==> src/rtl/front_panel_encoder_hub_if.sv <==
`default_nettype none
// +-----------------------------------------------------------------------+
// | front_panel_encoder_hub_if                                            |
// | CPU-side event FIFO / overflow bundle of the encoder hub.             |
// | Rev 1.0 - initial release                                             |
// +-----------------------------------------------------------------------+
interface front_panel_encoder_hub_if;
    logic       evt_rd_stb;
    logic       ovf_clr;
    logic       evt_valid;
    logic [7:0] evt_data;
    logic       evt_overflow;

    modport master (
        output evt_rd_stb, ovf_clr,
        input  evt_valid, evt_data, evt_overflow
    );

    modport slave (
        input  evt_rd_stb, ovf_clr,
        output evt_valid, evt_data, evt_overflow
    );
endinterface
`default_nettype wire

==> src/rtl/front_panel_encoder_hub.sv <==
`default_nettype none
// +-----------------------------------------------------------------------+
// | front_panel_encoder_hub                                               |
// | Multi-channel debounced quadrature decoder with arbitrated event FIFO.|
// | Optional macro ENC_ACCEL_EN: fast detent pairs step the count by 4.   |
// | Rev 1.0 - initial release                                             |
// +-----------------------------------------------------------------------+
module front_panel_encoder_hub #(
    parameter int NUM_ENC         = 2,
    parameter int DEBOUNCE_CYCLES = 1000,
    parameter int CNT_W           = 8,
    parameter int FIFO_DEPTH      = 8,
    parameter int ACCEL_WINDOW    = 50000
) (
    input  logic                     clk,
    input  logic                     reset,
    input  logic [NUM_ENC-1:0]       enc_a,
    input  logic [NUM_ENC-1:0]       enc_b,
    input  logic [NUM_ENC-1:0]       enc_sw,
    input  logic [NUM_ENC-1:0]       pos_clr,
    output logic [NUM_ENC*CNT_W-1:0] position,
    front_panel_encoder_hub_if.slave cpu
);
    localparam int c_nin  = 3 * NUM_ENC;
    localparam int c_db_w = $clog2(DEBOUNCE_CYCLES + 1);
    localparam int c_aw   = $clog2(FIFO_DEPTH);

    logic [c_nin-1:0]   w_raw, w_deb;
    logic [NUM_ENC-1:0] w_deb_a, w_deb_b, w_deb_sw;

    assign w_raw    = {enc_sw, enc_b, enc_a};
    assign w_deb_a  = w_deb[NUM_ENC-1:0];
    assign w_deb_b  = w_deb[2*NUM_ENC-1:NUM_ENC];
    assign w_deb_sw = w_deb[3*NUM_ENC-1:2*NUM_ENC];

    for (genvar j = 0; j < c_nin; j++) begin : g_db
        logic              r_s1, r_s2, r_deb;
        logic [c_db_w-1:0] r_cnt;
        always_ff @(posedge clk or posedge reset) begin
            if (reset) begin
                r_s1  <= 1'b0;
                r_s2  <= 1'b0;
                r_deb <= 1'b0;
                r_cnt <= '0;
            end else begin
                r_s1 <= w_raw[j];
                r_s2 <= r_s1;
                if (r_s2 == r_deb) begin
                    r_cnt <= '0;
                end else if (r_cnt == c_db_w'(DEBOUNCE_CYCLES - 1)) begin
                    r_deb <= r_s2;
                    r_cnt <= '0;
                end else begin
                    r_cnt <= r_cnt + c_db_w'(1);
                end
            end
        end
        assign w_deb[j] = r_deb;
    end

    logic [NUM_ENC-1:0] w_pend_rot, w_pend_sw, w_rot_cw, w_rot_sw, w_sw_lvl;
    logic [NUM_ENC-1:0] w_gnt_rot, w_gnt_sw, w_ovr;

    for (genvar i = 0; i < NUM_ENC; i++) begin : g_ch
        logic [1:0]       r_ba_q;
        logic             r_sw_q;
        logic [CNT_W-1:0] r_pos;
        logic             r_pend_rot, r_rot_cw, r_rot_sw, r_pend_sw, r_sw_lvl;
        logic [1:0]       w_ba;
        logic             w_cw, w_ccw, w_rot_evt, w_sw_edge;
        logic [CNT_W-1:0] w_step;

        assign w_ba      = {w_deb_b[i], w_deb_a[i]};
        // Only the return to the 00 detent counts; two-bit jumps never match.
        assign w_cw      = (r_ba_q == 2'b10) && (w_ba == 2'b00);
        assign w_ccw     = (r_ba_q == 2'b01) && (w_ba == 2'b00);
        assign w_rot_evt = w_cw || w_ccw;
        assign w_sw_edge = (w_deb_sw[i] != r_sw_q);

`ifdef ENC_ACCEL_EN
        localparam int c_tmr_w = $clog2(ACCEL_WINDOW + 1);
        localparam logic [c_tmr_w-1:0] c_tmr_sat = c_tmr_w'(ACCEL_WINDOW);
        logic [c_tmr_w-1:0] r_tmr;
        logic               r_last_cw;

        assign w_step = ((r_tmr < c_tmr_sat) && (w_cw == r_last_cw)) ? CNT_W'(4) : CNT_W'(1);

        always_ff @(posedge clk or posedge reset) begin
            if (reset) begin
                r_tmr     <= c_tmr_sat;
                r_last_cw <= 1'b0;
            end else begin
                if (w_rot_evt)
                    r_last_cw <= w_cw;
                if (pos_clr[i] || (w_rot_evt && (w_cw != r_last_cw)))
                    r_tmr <= c_tmr_sat;
                else if (w_rot_evt)
                    r_tmr <= '0;
                else if (r_tmr != c_tmr_sat)
                    r_tmr <= r_tmr + c_tmr_w'(1);
            end
        end
`else
        assign w_step = CNT_W'(1);
`endif

        always_ff @(posedge clk or posedge reset) begin
            if (reset) begin
                r_ba_q     <= 2'b00;
                r_sw_q     <= 1'b0;
                r_pos      <= '0;
                r_pend_rot <= 1'b0;
                r_rot_cw   <= 1'b0;
                r_rot_sw   <= 1'b0;
                r_pend_sw  <= 1'b0;
                r_sw_lvl   <= 1'b0;
            end else begin
                r_ba_q <= w_ba;
                r_sw_q <= w_deb_sw[i];
                if (pos_clr[i])
                    r_pos <= '0;
                else if (w_cw)
                    r_pos <= r_pos + w_step;
                else if (w_ccw)
                    r_pos <= r_pos - w_step;

                if (w_rot_evt) begin
                    r_pend_rot <= 1'b1;
                    r_rot_cw   <= w_cw;
                    r_rot_sw   <= w_deb_sw[i];
                end else if (w_gnt_rot[i]) begin
                    r_pend_rot <= 1'b0;
                end

                if (w_sw_edge) begin
                    r_pend_sw <= 1'b1;
                    r_sw_lvl  <= w_deb_sw[i];
                end else if (w_gnt_sw[i]) begin
                    r_pend_sw <= 1'b0;
                end
            end
        end

        assign position[i*CNT_W +: CNT_W] = r_pos;
        assign w_pend_rot[i] = r_pend_rot;
        assign w_pend_sw[i]  = r_pend_sw;
        assign w_rot_cw[i]   = r_rot_cw;
        assign w_rot_sw[i]   = r_rot_sw;
        assign w_sw_lvl[i]   = r_sw_lvl;
        assign w_ovr[i]      = (w_rot_evt && r_pend_rot && !w_gnt_rot[i]) ||
                               (w_sw_edge && r_pend_sw && !w_gnt_sw[i]);
    end

    logic       w_push;
    logic [7:0] w_push_data;

    always_comb begin
        w_push      = 1'b0;
        w_push_data = 8'h00;
        w_gnt_rot   = '0;
        w_gnt_sw    = '0;
        for (int i = 0; i < NUM_ENC; i++) begin
            if (!w_push) begin
                if (w_pend_rot[i]) begin
                    w_push       = 1'b1;
                    w_gnt_rot[i] = 1'b1;
                    w_push_data  = {w_rot_sw[i], w_rot_cw[i], 2'b00, 4'(i)};
                end else if (w_pend_sw[i]) begin
                    w_push      = 1'b1;
                    w_gnt_sw[i] = 1'b1;
                    w_push_data = {w_sw_lvl[i], 1'b0, 1'b1, 1'b0, 4'(i)};
                end
            end
        end
    end

    logic [7:0]    r_mem [FIFO_DEPTH];
    logic [c_aw-1:0] r_wp, r_rp;
    logic [c_aw:0]   r_cnt;
    logic            r_ovf;
    logic            w_full, w_pop, w_wr, w_drop;

    assign w_full = (r_cnt == (c_aw + 1)'(FIFO_DEPTH));
    assign w_pop  = cpu.evt_rd_stb && (r_cnt != '0);
    // A pop frees the slot in the same cycle, so a full FIFO still accepts.
    assign w_wr   = w_push && (!w_full || w_pop);
    assign w_drop = w_push && w_full && !w_pop;

    always_ff @(posedge clk) begin
        if (w_wr)
            r_mem[r_wp] <= w_push_data;
    end

    always_ff @(posedge clk or posedge reset) begin
        if (reset) begin
            r_wp  <= '0;
            r_rp  <= '0;
            r_cnt <= '0;
            r_ovf <= 1'b0;
        end else begin
            if (w_wr)
                r_wp <= r_wp + c_aw'(1);
            if (w_pop)
                r_rp <= r_rp + c_aw'(1);
            if (w_wr && !w_pop)
                r_cnt <= r_cnt + (c_aw + 1)'(1);
            else if (!w_wr && w_pop)
                r_cnt <= r_cnt - (c_aw + 1)'(1);
            if (w_drop || (|w_ovr))
                r_ovf <= 1'b1;
            else if (cpu.ovf_clr)
                r_ovf <= 1'b0;
        end
    end

    assign cpu.evt_valid    = (r_cnt != '0);
    assign cpu.evt_data     = (r_cnt != '0) ? r_mem[r_rp] : 8'h00;
    assign cpu.evt_overflow = r_ovf;
endmodule
`default_nettype wire
==> src/flat_wrapper.sv <==
// flat-port wrapper written by rule: the top's interface ports become plain ports
module front_panel_encoder_hub_flat 
#(
    parameter int NUM_ENC         = 2,
    parameter int DEBOUNCE_CYCLES = 1000,
    parameter int CNT_W           = 8,
    parameter int FIFO_DEPTH      = 8,
    parameter int ACCEL_WINDOW    = 50000
)
  (clk, reset, enc_a, enc_b, enc_sw, pos_clr, position, cpu_evt_rd_stb, cpu_ovf_clr, cpu_evt_valid, cpu_evt_data, cpu_evt_overflow);
  front_panel_encoder_hub_if cpu_i ();
  input  logic clk;
  input  logic reset;
  input  logic [NUM_ENC-1:0] enc_a;
  input  logic [NUM_ENC-1:0] enc_b;
  input  logic [NUM_ENC-1:0] enc_sw;
  input  logic [NUM_ENC-1:0] pos_clr;
  output logic [NUM_ENC*CNT_W-1:0] position;
  input wire logic [$bits(cpu_i.evt_rd_stb)-1:0] cpu_evt_rd_stb;
  input wire logic [$bits(cpu_i.ovf_clr)-1:0] cpu_ovf_clr;
  output wire logic [$bits(cpu_i.evt_valid)-1:0] cpu_evt_valid;
  output wire logic [$bits(cpu_i.evt_data)-1:0] cpu_evt_data;
  output wire logic [$bits(cpu_i.evt_overflow)-1:0] cpu_evt_overflow;
  assign cpu_i.evt_rd_stb = cpu_evt_rd_stb;
  assign cpu_i.ovf_clr = cpu_ovf_clr;
  assign cpu_evt_valid = cpu_i.evt_valid;
  assign cpu_evt_data = cpu_i.evt_data;
  assign cpu_evt_overflow = cpu_i.evt_overflow;
  front_panel_encoder_hub #(.NUM_ENC(NUM_ENC), .DEBOUNCE_CYCLES(DEBOUNCE_CYCLES), .CNT_W(CNT_W), .FIFO_DEPTH(FIFO_DEPTH), .ACCEL_WINDOW(ACCEL_WINDOW)) u_core (.clk(clk), .reset(reset), .enc_a(enc_a), .enc_b(enc_b), .enc_sw(enc_sw), .pos_clr(pos_clr), .position(position), .cpu(cpu_i));
endmodule
==> config.mk <==
export PLATFORM = sky130hd
export DESIGN_NAME = front_panel_encoder_hub_flat
export DESIGN_NICKNAME = d
export VERILOG_FILES = /design/src/rtl/front_panel_encoder_hub_if.sv /design/src/rtl/front_panel_encoder_hub.sv /design/src/flat_wrapper.sv
export SDC_FILE = /design/constraint.sdc
export NUM_CORES = 1
export LEC_CHECK = 0
export CAP_MARGIN = 25
export CORE_UTILIZATION = 50
export DETAILED_ROUTE_END_ITERATION = 7
export DONT_BUFFER_PORTS = 1
export GPL_TIMING_DRIVEN = 0
export PLACE_DENSITY = 0.76
export SYNTH_ARGS = -nofsm -noshare
export SYNTH_HDL_FRONTEND = slang
export SYNTH_SLANG_ARGS = --single-unit
==> constraint.sdc <==
create_clock -name clk -period 3.7 [get_ports clk]
set_input_delay 0.555 -clock clk [delete_from_list [all_inputs] [get_ports clk]]
set_output_delay 0.555 -clock clk [all_outputs]
set_load 0.01 [all_outputs]
==> results.txt, run 1 <==
----------------------------------------------------
[Power]
  Power Dens Cells ... 509 nW/um^2
  Highest ir drop seen on vdd ... ~330 uV
  Leakage Power ... 3.50 nW
  PnR Total Power ... approximately 4.1 mW

[STA]
  Max Freq ... between 0.3 and 0.4 GHz
  Worst-margin pin slew ... approximately 800 ps
  Worst hold slack across all endpoints ... 140 ps
  Post-route setup TNS ... 0 ps
  Post-layout min period ... roughly 2800 ps
  Clock tree skew after final layout ... slightly below 8 ps
  Final hold viol count ... 0
  Setup-violating endpoint count in the final report ... 0
  Fin crit share ... 0.752
  Max-slew violation total from the final report ... 0
  Relative slew margins ... 0.471
  Unrepaired setup endpoints after global routing ... no

[Global route]
  Total routing resource utilization after global routing ... 0.189
  Number of global-route vias before repair ... approximately 4700
  Total congestion overflow ... 0
  First-pass GRT wire length ... 21.5 mm
  Pin count of the biggest net entering global routing ... 46
  Antenna violations before repair ... 0

[Drt]
  Detailed Route WL ... ~13 mm
  Drt drc ... 0
  Number of DRC markers in iteration 0 ... approximately 230
  Average wire per standard cell ... ~15 microns
  Number of nets still failing antenna checks after routing ... 0
  Vias post-DR ... around 4600
  Detailed-route vias per instance ... roughly 5.4
  Detailed-router iteration count before antenna repair ... 4

[Die]
  Die outline height ... between 100 and 150 microns
  Overall die width ... ~120 microns
  Area of the core ... 13900 sq um
  I/O pin count ... 38
  Initial standard-cell utilization of the core ... 0.513
  Number of placement rows ... 43
  Area of the die ... about 15000 sq um

[Run status]
  Status ... finished clean

[Synthesis]
  Most numerous cell in the Yosys netlist ... sky130_fd_sc_hd__dfrtp_1
  Count of distinct cell types in the synthesized netlist ... 64
  Fraction of synthesized cell area taken by the top area cell type ... 0.423
  Flip-flop and latch count after synthesis ... between 150 and 200
  Fraction of registers with async set or reset after synthesis ... 0.791
  Leading post-synthesis cells by instance count ... 121 x sky130_fd_sc_hd__dfrtp_1, 99 x sky130_fd_sc_hd__nor2_1, 53 x sky130_fd_sc_hd__nand2_1, 45 x sky130_fd_sc_hd__xnor2_1, 32 x sky130_fd_sc_hd__edfxtp_1
  Post-Synthesis Cell Area ... a little over 7000 sq um
  Mapped Avg Cell Area ... ~11 sq um
  Number of enable-type register cells in the synthesized netlist ... 32
  Sequential share of the synthesized area ... 0.558
  Synth Instances ... roughly 630
  Largest area contributor in the synthesized netlist ... sky130_fd_sc_hd__dfrtp_1
  Main synth FF type ... sky130_fd_sc_hd__dfrtp_1
  Synthesis Warnings ... 0
  Cell types occupying the most area after synthesis ... sky130_fd_sc_hd__dfrtp_1 42%, sky130_fd_sc_hd__edfxtp_1 13%, sky130_fd_sc_hd__xnor2_1 5.5%, sky130_fd_sc_hd__nor2_1 5.2%, sky130_fd_sc_hd__ha_1 4.0%

[Clock network]
  Clock tree from TritonCTS ... done
  Post-CTS setup-driven buffer insertion count ... 0
  Clk Tree Root Cell ... sky130_fd_sc_hd__clkbuf_16
  Number of buffers created by CTS ... 17
  Post-cts repair resize count ... 0
  Maximum count of clock buffers along a single path ... 2
  Register clock-pin slew on the reported worst setup and hold paths ... around 60 ps
  Worst-Skew Late Latency ... between 400 and 500 ps
  Number of sinks driven by the clock tree ... 153
  Depth of the CTS H-tree ... 4
  Post-CTS Hold Buffers ... 0

[Final layout]
  Synth-to-layout area growth ... 12.7%
  Number of inserted diodes ... 0
  Ratio of cells with drive above 1 in the final layout ... 0.109
  Final Core Density ... 0.578
  Nets ... 687
  Summed area of non-filler cells in the final layout ... about 8100 sq um

[Worst setup path]
  Worst setup path endpoint ... u_core.r_cnt[3]$_DFFE_PP0P_
  Startpoint Class ... flop
  Crit path capture type ... flop
  Worst reg2reg path depth ... 11
  Worst-path fanout max ... 5
  Launching point of the worst reg2reg path ... u_core.r_cnt[0]$_DFFE_PP0P_
  Crit path from ... u_core.r_cnt[0]$_DFFE_PP0P_
  Critical path class ... flop to flop
  Req. time, crit path ... about 4000 ps
  Arrival time worst endpoint ... slightly above 3000 ps
  Reg2reg setup slack ... 920 ps
  Reg2Reg Capture Point ... u_core.r_cnt[3]$_DFFE_PP0P_

[Placed design]
  Count of input and output buffers ... 0
  Routability Congestion ... approximately 0.86
  Instance area after placement ... ~7400 sq um
  Final HPWL DP ... 8.86 mm

[Job]
  Number of maximum-capacitance violations ... 0

[Hold path]
  Worst hold path class ... primary input to asynchronous set/reset pin

----------------------------------------------------
## layer usage
layer,GRT usage,share of wire,vias up
met3,0.0454,0.037,25
li1,-,-,2207
met4,0.0864,0.020,0
met5,0,0,-
met1,0.229,0.44,2243
met2,0.319,0.51,85
## worst min-delay path by stage
| stage | start | to | slack [ps] | cells past startpoint |
|---|---|---|---|---|
| after global placement | u_core.g_db[1].r_s1$_DFF_PP0_ | u_core.g_db[1].r_s2$_DFF_PP0_ | 330 | 0 |
| after detailed placement | u_core.g_db[5].r_s1$_DFF_PP0_ | u_core.g_db[5].r_s2$_DFF_PP0_ | 330 | 0 |
| after CTS | enc_a[0] | u_core.g_db[0].r_s1$_DFF_PP0_ | 140 | 0 |
| final | reset | u_core.g_ch[0].r_pos[4]$_DFFE_PP0P_ | 140 | 1 |
| after floorplan | u_core.g_db[0].r_s1$_DFF_PP0_ | u_core.g_db[0].r_s2$_DFF_PP0_ | 330 | 0 |
| after global routing | enc_a[0] | u_core.g_db[0].r_s1$_DFF_PP0_ | 140 | 0 |
## cells by family (layout without fill, tap and decap cells)
kind of cell               Yosys count  count (layout)  synth area share
xor gates and xnor gates            67              67            0.0821
muxes                               27              27            0.0560
and+or+nand+nor                    251             251             0.170
other                                1               4          0.000524
adders and majority gates           28              28            0.0514
AOI/OAI and AO/OA                   58              58            0.0576
buffers and inverters               40              74            0.0243
DFF                                153             153             0.558
## final cells by class
type                       count  area [sq um]
buffer                        14          76.3
multi-input combinational    435          3000
clock buffer                  25           515
clock inverter                 7           113
timing repair buffer           2          40.0
inverter                      26           101
sequential                   153          3990
fill                        1084          5880
tap                          180           225
## state kept, by name, summed over array words and instances, names as in the netlist, 3 cells and up
name / count
u_core.r_mem: 32
u_core.g_db.r_deb: 6
u_core.r_rp: 3
u_core.r_cnt: 4
u_core.g_ch.r_pos: 16
u_core.g_db.r_s1: 6
u_core.g_db.r_s2: 6
u_core.g_ch.r_ba_q: 4
u_core.r_wp: 3
u_core.g_db.r_cnt: 60
## placed cells by master, fill, tap and decap left out, types with 7 or more instances in the layout
cell,count
sky130_fd_sc_hd__nand2_1,53
sky130_fd_sc_hd__a21oi_1,16
sky130_fd_sc_hd__o21ai_0,9
sky130_fd_sc_hd__dfrtp_1,121
sky130_fd_sc_hd__edfxtp_1,32
sky130_fd_sc_hd__nor3_1,16
sky130_fd_sc_hd__and3_1,13
sky130_fd_sc_hd__nand4_1,7
sky130_fd_sc_hd__mux2i_1,7
sky130_fd_sc_hd__clkbuf_1,7
sky130_fd_sc_hd__clkbuf_16,17
sky130_fd_sc_hd__nor2b_1,7
sky130_fd_sc_hd__inv_1,22
sky130_fd_sc_hd__ha_1,23
sky130_fd_sc_hd__nand3_1,21
sky130_fd_sc_hd__mux4_2,8
sky130_fd_sc_hd__xnor2_1,45
sky130_fd_sc_hd__nor2_1,99
sky130_fd_sc_hd__xor2_1,22
## metrics by stage
| step | instances | worst slack (ps) |
|---|---|---|
| after detailed placement | 810 | 916 |
| final | 842 | 916 |
| after CTS | 842 | 907 |
| after global routing | 842 | 680 |
| after floorplan | 628 | 1260 |
| after global placement | 808 | 1020 |
## report_power, final
part	switching, mW	internal, mW
sequential	0.0583	1.78
clock	0.647	1.17
combinational	0.239	0.213
## worst max-delay path: stages, from the launching register on
cell and delay, ps:
sky130_fd_sc_hd__dfrtp_1 450, sky130_fd_sc_hd__nor4_2 550, sky130_fd_sc_hd__inv_2 130, sky130_fd_sc_hd__nand2_1 180, sky130_fd_sc_hd__ha_1 220, sky130_fd_sc_hd__inv_1 100, sky130_fd_sc_hd__ha_1 280, sky130_fd_sc_hd__a21o_1 180
sky130_fd_sc_hd__a21oi_1 210, sky130_fd_sc_hd__xnor2_1 160, sky130_fd_sc_hd__nor2_1 70, sky130_fd_sc_hd__xor2_1 140
Note: power is estimated with default switching activity, not from simulation.
==> run 2: changes to the inputs <==
--- a/config.mk
+++ b/config.mk
@@ -10,7 +10,7 @@
 export DETAILED_ROUTE_END_ITERATION = 7
 export DONT_BUFFER_PORTS = 1
 export GPL_TIMING_DRIVEN = 0
-export PLACE_DENSITY = 0.76
+export PLACE_DENSITY = 0.73
 export SYNTH_ARGS = -nofsm -noshare
 export SYNTH_HDL_FRONTEND = slang
 export SYNTH_SLANG_ARGS = --single-unit
==> constraint.sdc (replaced) <==
create_clock -name clk -period 2.8 [get_ports clk]
set_input_delay 0.42 -clock clk [delete_from_list [all_inputs] [get_ports clk]]
set_output_delay 0.42 -clock clk [all_outputs]
set_load 0.01 [all_outputs]
==> results.txt, run 2 (same netlist as run 1, synthesis figures left out) <==
----------------------------------------------------
[Drt]
  Drt drc ... 0 (unchanged)
  Detailed-route vias per instance ... 5.43 (+0.33%)
  Number of nets still failing antenna checks after routing ... 0 (unchanged)
  Detailed-router iteration count before antenna repair ... 5 (+1)
  Average wire per standard cell ... 14.9 microns (-0.98%)
  Number of DRC markers in iteration 0 ... 257 (+11%)
  Vias post-DR ... 4586 (+0.57%)
  Detailed Route WL ... 12.6 mm (-0.75%)

[Power]
  Sequential share of power ... 0.451 (+0.003)
  Net switching component of the power ... 1.26 mW (+33%)
  Combinational fraction of design power ... 0.112 (+0.002)
  Highest ir drop seen on vdd ... 419 uV (+27%)
  PnR Total Power ... 5.41 mW (+32%)
  Clk pwr share ... 0.437 (-0.005)
  Power Dens Cells ... 670 nW/um^2 (+32%)
  Internal power ... 4.15 mW (+31%)
  Switching share of power ... 0.233 (+0.00298)
  Leakage Power ... 3.51 nW (+0.18%)

[Final layout]
  Top flop regs ... u_core.g_db.r_cnt: 60 flops, u_core.r_mem: 32 flops, u_core.g_ch.r_pos: 16 flops
  Number of inserted diodes ... 0 (unchanged)
  Final Core Density ... 0.580 (+0.00117)
  Register with the most flip-flops ... u_core.g_db.r_cnt
  Fillers ... 1101 (+1.6%)
  Max FFs per register ... 60 (unchanged)
  Highest-count cells in the layout ignoring fill and taps ... 121 x sky130_fd_sc_hd__dfrtp_1, 99 x sky130_fd_sc_hd__nor2_1, 53 x sky130_fd_sc_hd__nand2_1, 45 x sky130_fd_sc_hd__xnor2_1, 32 x sky130_fd_sc_hd__edfxtp_1
  Number of standard cells in the layout, taps in and fillers out ... 844 (+0.24%)
  Summed area of non-filler cells in the final layout ... 8080 sq um (+0.20%)
  Synth-to-layout area growth ... 12.9%
  Leading cell type in the layout, fill and taps excluded ... sky130_fd_sc_hd__dfrtp_1
  Nets ... 689 (+0.29%)
  Ratio of cells with drive above 1 in the final layout ... 0.104 (-0.00485)

[Clock network]
  Number of buffers created by CTS ... 17 (unchanged)
  Number of sinks driven by the clock tree ... 153 (unchanged)
  Depth of the CTS H-tree ... 4 (unchanged)
  Clock tree from TritonCTS ... done
  Clk Tree Root Cell ... sky130_fd_sc_hd__clkbuf_16
  Register clock-pin slew on the reported worst setup and hold paths ... 60 ps (about the same)
  Worst-Skew Late Latency ... 420 ps (about the same)
  Post-CTS Hold Buffers ... 0 (unchanged)
  Maximum count of clock buffers along a single path ... 2 (unchanged)

[Die]
  Initial standard-cell utilization of the core ... 0.513 (unchanged)
  I/O pin count ... 38 (unchanged)
  Die outline height ... 122 microns (unchanged)
  Number of placement rows ... 43 (unchanged)
  Area of the core ... 13900 sq um (unchanged)
  Area of the die ... 14800 sq um (unchanged)
  Overall die width ... 122 microns (unchanged)

[Worst setup path]
  Req. time, crit path ... 3100 ps (-900 ps)
  Arrival time worst endpoint ... 2930 ps (-160 ps)
  Worst stage delay on the critical path ... 460 ps (-90 ps)
  Count of buffer and inverter cells on the critical path ... 1 (-1)
  Reg2Reg Capture Point ... u_core.g_ch[0].r_pos[7]$_DFFE_PP0P_
  Startpoint Class ... flop
  Crit path max-delay cell type ... sky130_fd_sc_hd__dfrtp_1
  Launching point of the worst reg2reg path ... u_core.g_db[0].r_deb$_DFFE_PP0P_
  Critical path class ... flop to flop
  Reg2reg setup slack ... 170 ps (-750 ps)
  Cells along the critical path ... nor4b_4, inv_1, ha_1, a211oi_2, nor2_1, a221oi_2, mux2i_1, mux2_1
  Worst-path fanout max ... 6 (+1)
  Crit path capture type ... flop
  Kind of cell with the highest combined delay on the critical path ... multiplexers
  Worst reg2reg path depth ... 8 (-3)

[STA]
  Max-slew violation total from the final report ... 0 (unchanged)
  Clock tree skew after final layout ... 9.55 ps (+1.78 ps)
  Worst-margin pin slew ... 887 ps (+94.4 ps)
  Post-layout min period ... 2630 ps (-153 ps)
  Max Freq ... 0.380 GHz (+5.8%)
  Relative slew margins ... 0.408 (-0.0631)
  Fin crit share ... 0.939 (+0.187)
  Post-route setup TNS ... 0 ps (unchanged)
  Worst hold slack across all endpoints ... 25.7 ps (-114 ps)
  Setup-violating endpoint count in the final report ... 0 (unchanged)
  Final hold viol count ... 0 (unchanged)
  Worst setup margin ... 169 ps (-747 ps)

[Global route]
  Total routing resource utilization after global routing ... 0.188 (-0.000521)
  Antenna violations before repair ... 0 (unchanged)
  Pin count of the biggest net entering global routing ... 45 (-2.2%)
  First-pass GRT wire length ... 21.6 mm (+0.32%)
  Number of global-route vias before repair ... 4747 (+0.66%)
  Total congestion overflow ... 0 (unchanged)

[Placed design]
  Final HPWL DP ... 8.78 mm (-0.87%)
  Instance area after placement ... 7430 sq um (unchanged)
  Worst slack after detailed placement ... 26.7 ps (-889 ps)
  Routability Congestion ... 0.825 (-4.1%)
  Cell Count Post-Placement ... 810 (unchanged)
  Count of input and output buffers ... 0 (unchanged)

[Hold path]
  Hold-critical path depth ... 0
  Worst hold path class ... primary input to flop
  Hold_sp ... enc_sw[0]
  Worst Hold Endpoint ... u_core.g_db[4].r_s1$_DFF_PP0_

[Job]
  Number of maximum-capacitance violations ... 0 (unchanged)

[Run status]
  Status ... finished clean

----------------------------------------------------
[run 2: area by class of cell]
type,count,area (sq um),share of cell area
Clock buffer,23,458,0.0567
Clock inverter,9,146,0.0181
Timing Repair Buffer,4,55.1,0.00682
Buffer,14,76.3,0.00945
Multi-Input combinational cell,435,3020,0.374
Inverter,26,101,0.0126
Tap cell,180,225,0.0279
Sequential cell,153,3990,0.494
[run 2: layer usage]
metal | vias up | GRT usage | share of wire | wire [microns]
li1 | 2214 | - | - | -
met1 | 2268 | 0.227 | 0.45 | 5630
met2 | 86 | 0.322 | 0.51 | 6470
met3 | 18 | 0.0449 | 0.028 | 352
met4 | 0 | 0.0818 | 0.012 | 152
met5 | - | 0 | 0 | 0
[run 2: worst max path at each step]
stage	slack, ps	end	depth (start not counted)	start
global route	-3	u_core.g_ch[0].r_pos[7]$_DFFE_PP0P_	8	u_core.g_db[0].r_deb$_DFFE_PP0P_
floorplan	360	u_core.g_ch[0].r_pos[7]$_DFFE_PP0P_	8	u_core.g_db[0].r_deb$_DFFE_PP0P_
global placement	90	u_core.g_ch[0].r_pos[7]$_DFFE_PP0P_	8	u_core.g_db[0].r_deb$_DFFE_PP0P_
detailed placement	30	u_core.g_ch[1].r_pos[7]$_DFFE_PP0P_	8	u_core.g_db[1].r_deb$_DFFE_PP0P_
finish	170	u_core.g_ch[0].r_pos[7]$_DFFE_PP0P_	8	u_core.g_db[0].r_deb$_DFFE_PP0P_
CTS	20	u_core.g_ch[1].r_pos[7]$_DFFE_PP0P_	8	u_core.g_db[1].r_deb$_DFFE_PP0P_
[run 2: repair_timing]
item | CTS | global route
resized for setup | 0 | 4
buffers inserted | 0 | 2
endpoints found under the setup margin | 0 | 3
[run 2: power by group through the flow]
stage	Clock, mW	Combinational (mW)	Sequential (mW)
after floorplan	0	0.500	2.45
after global placement	0	0.571	2.46
after detailed placement	0	0.616	2.47
after CTS	2.40	0.620	2.43
after global routing	2.49	0.681	2.45
final	2.36	0.605	2.44
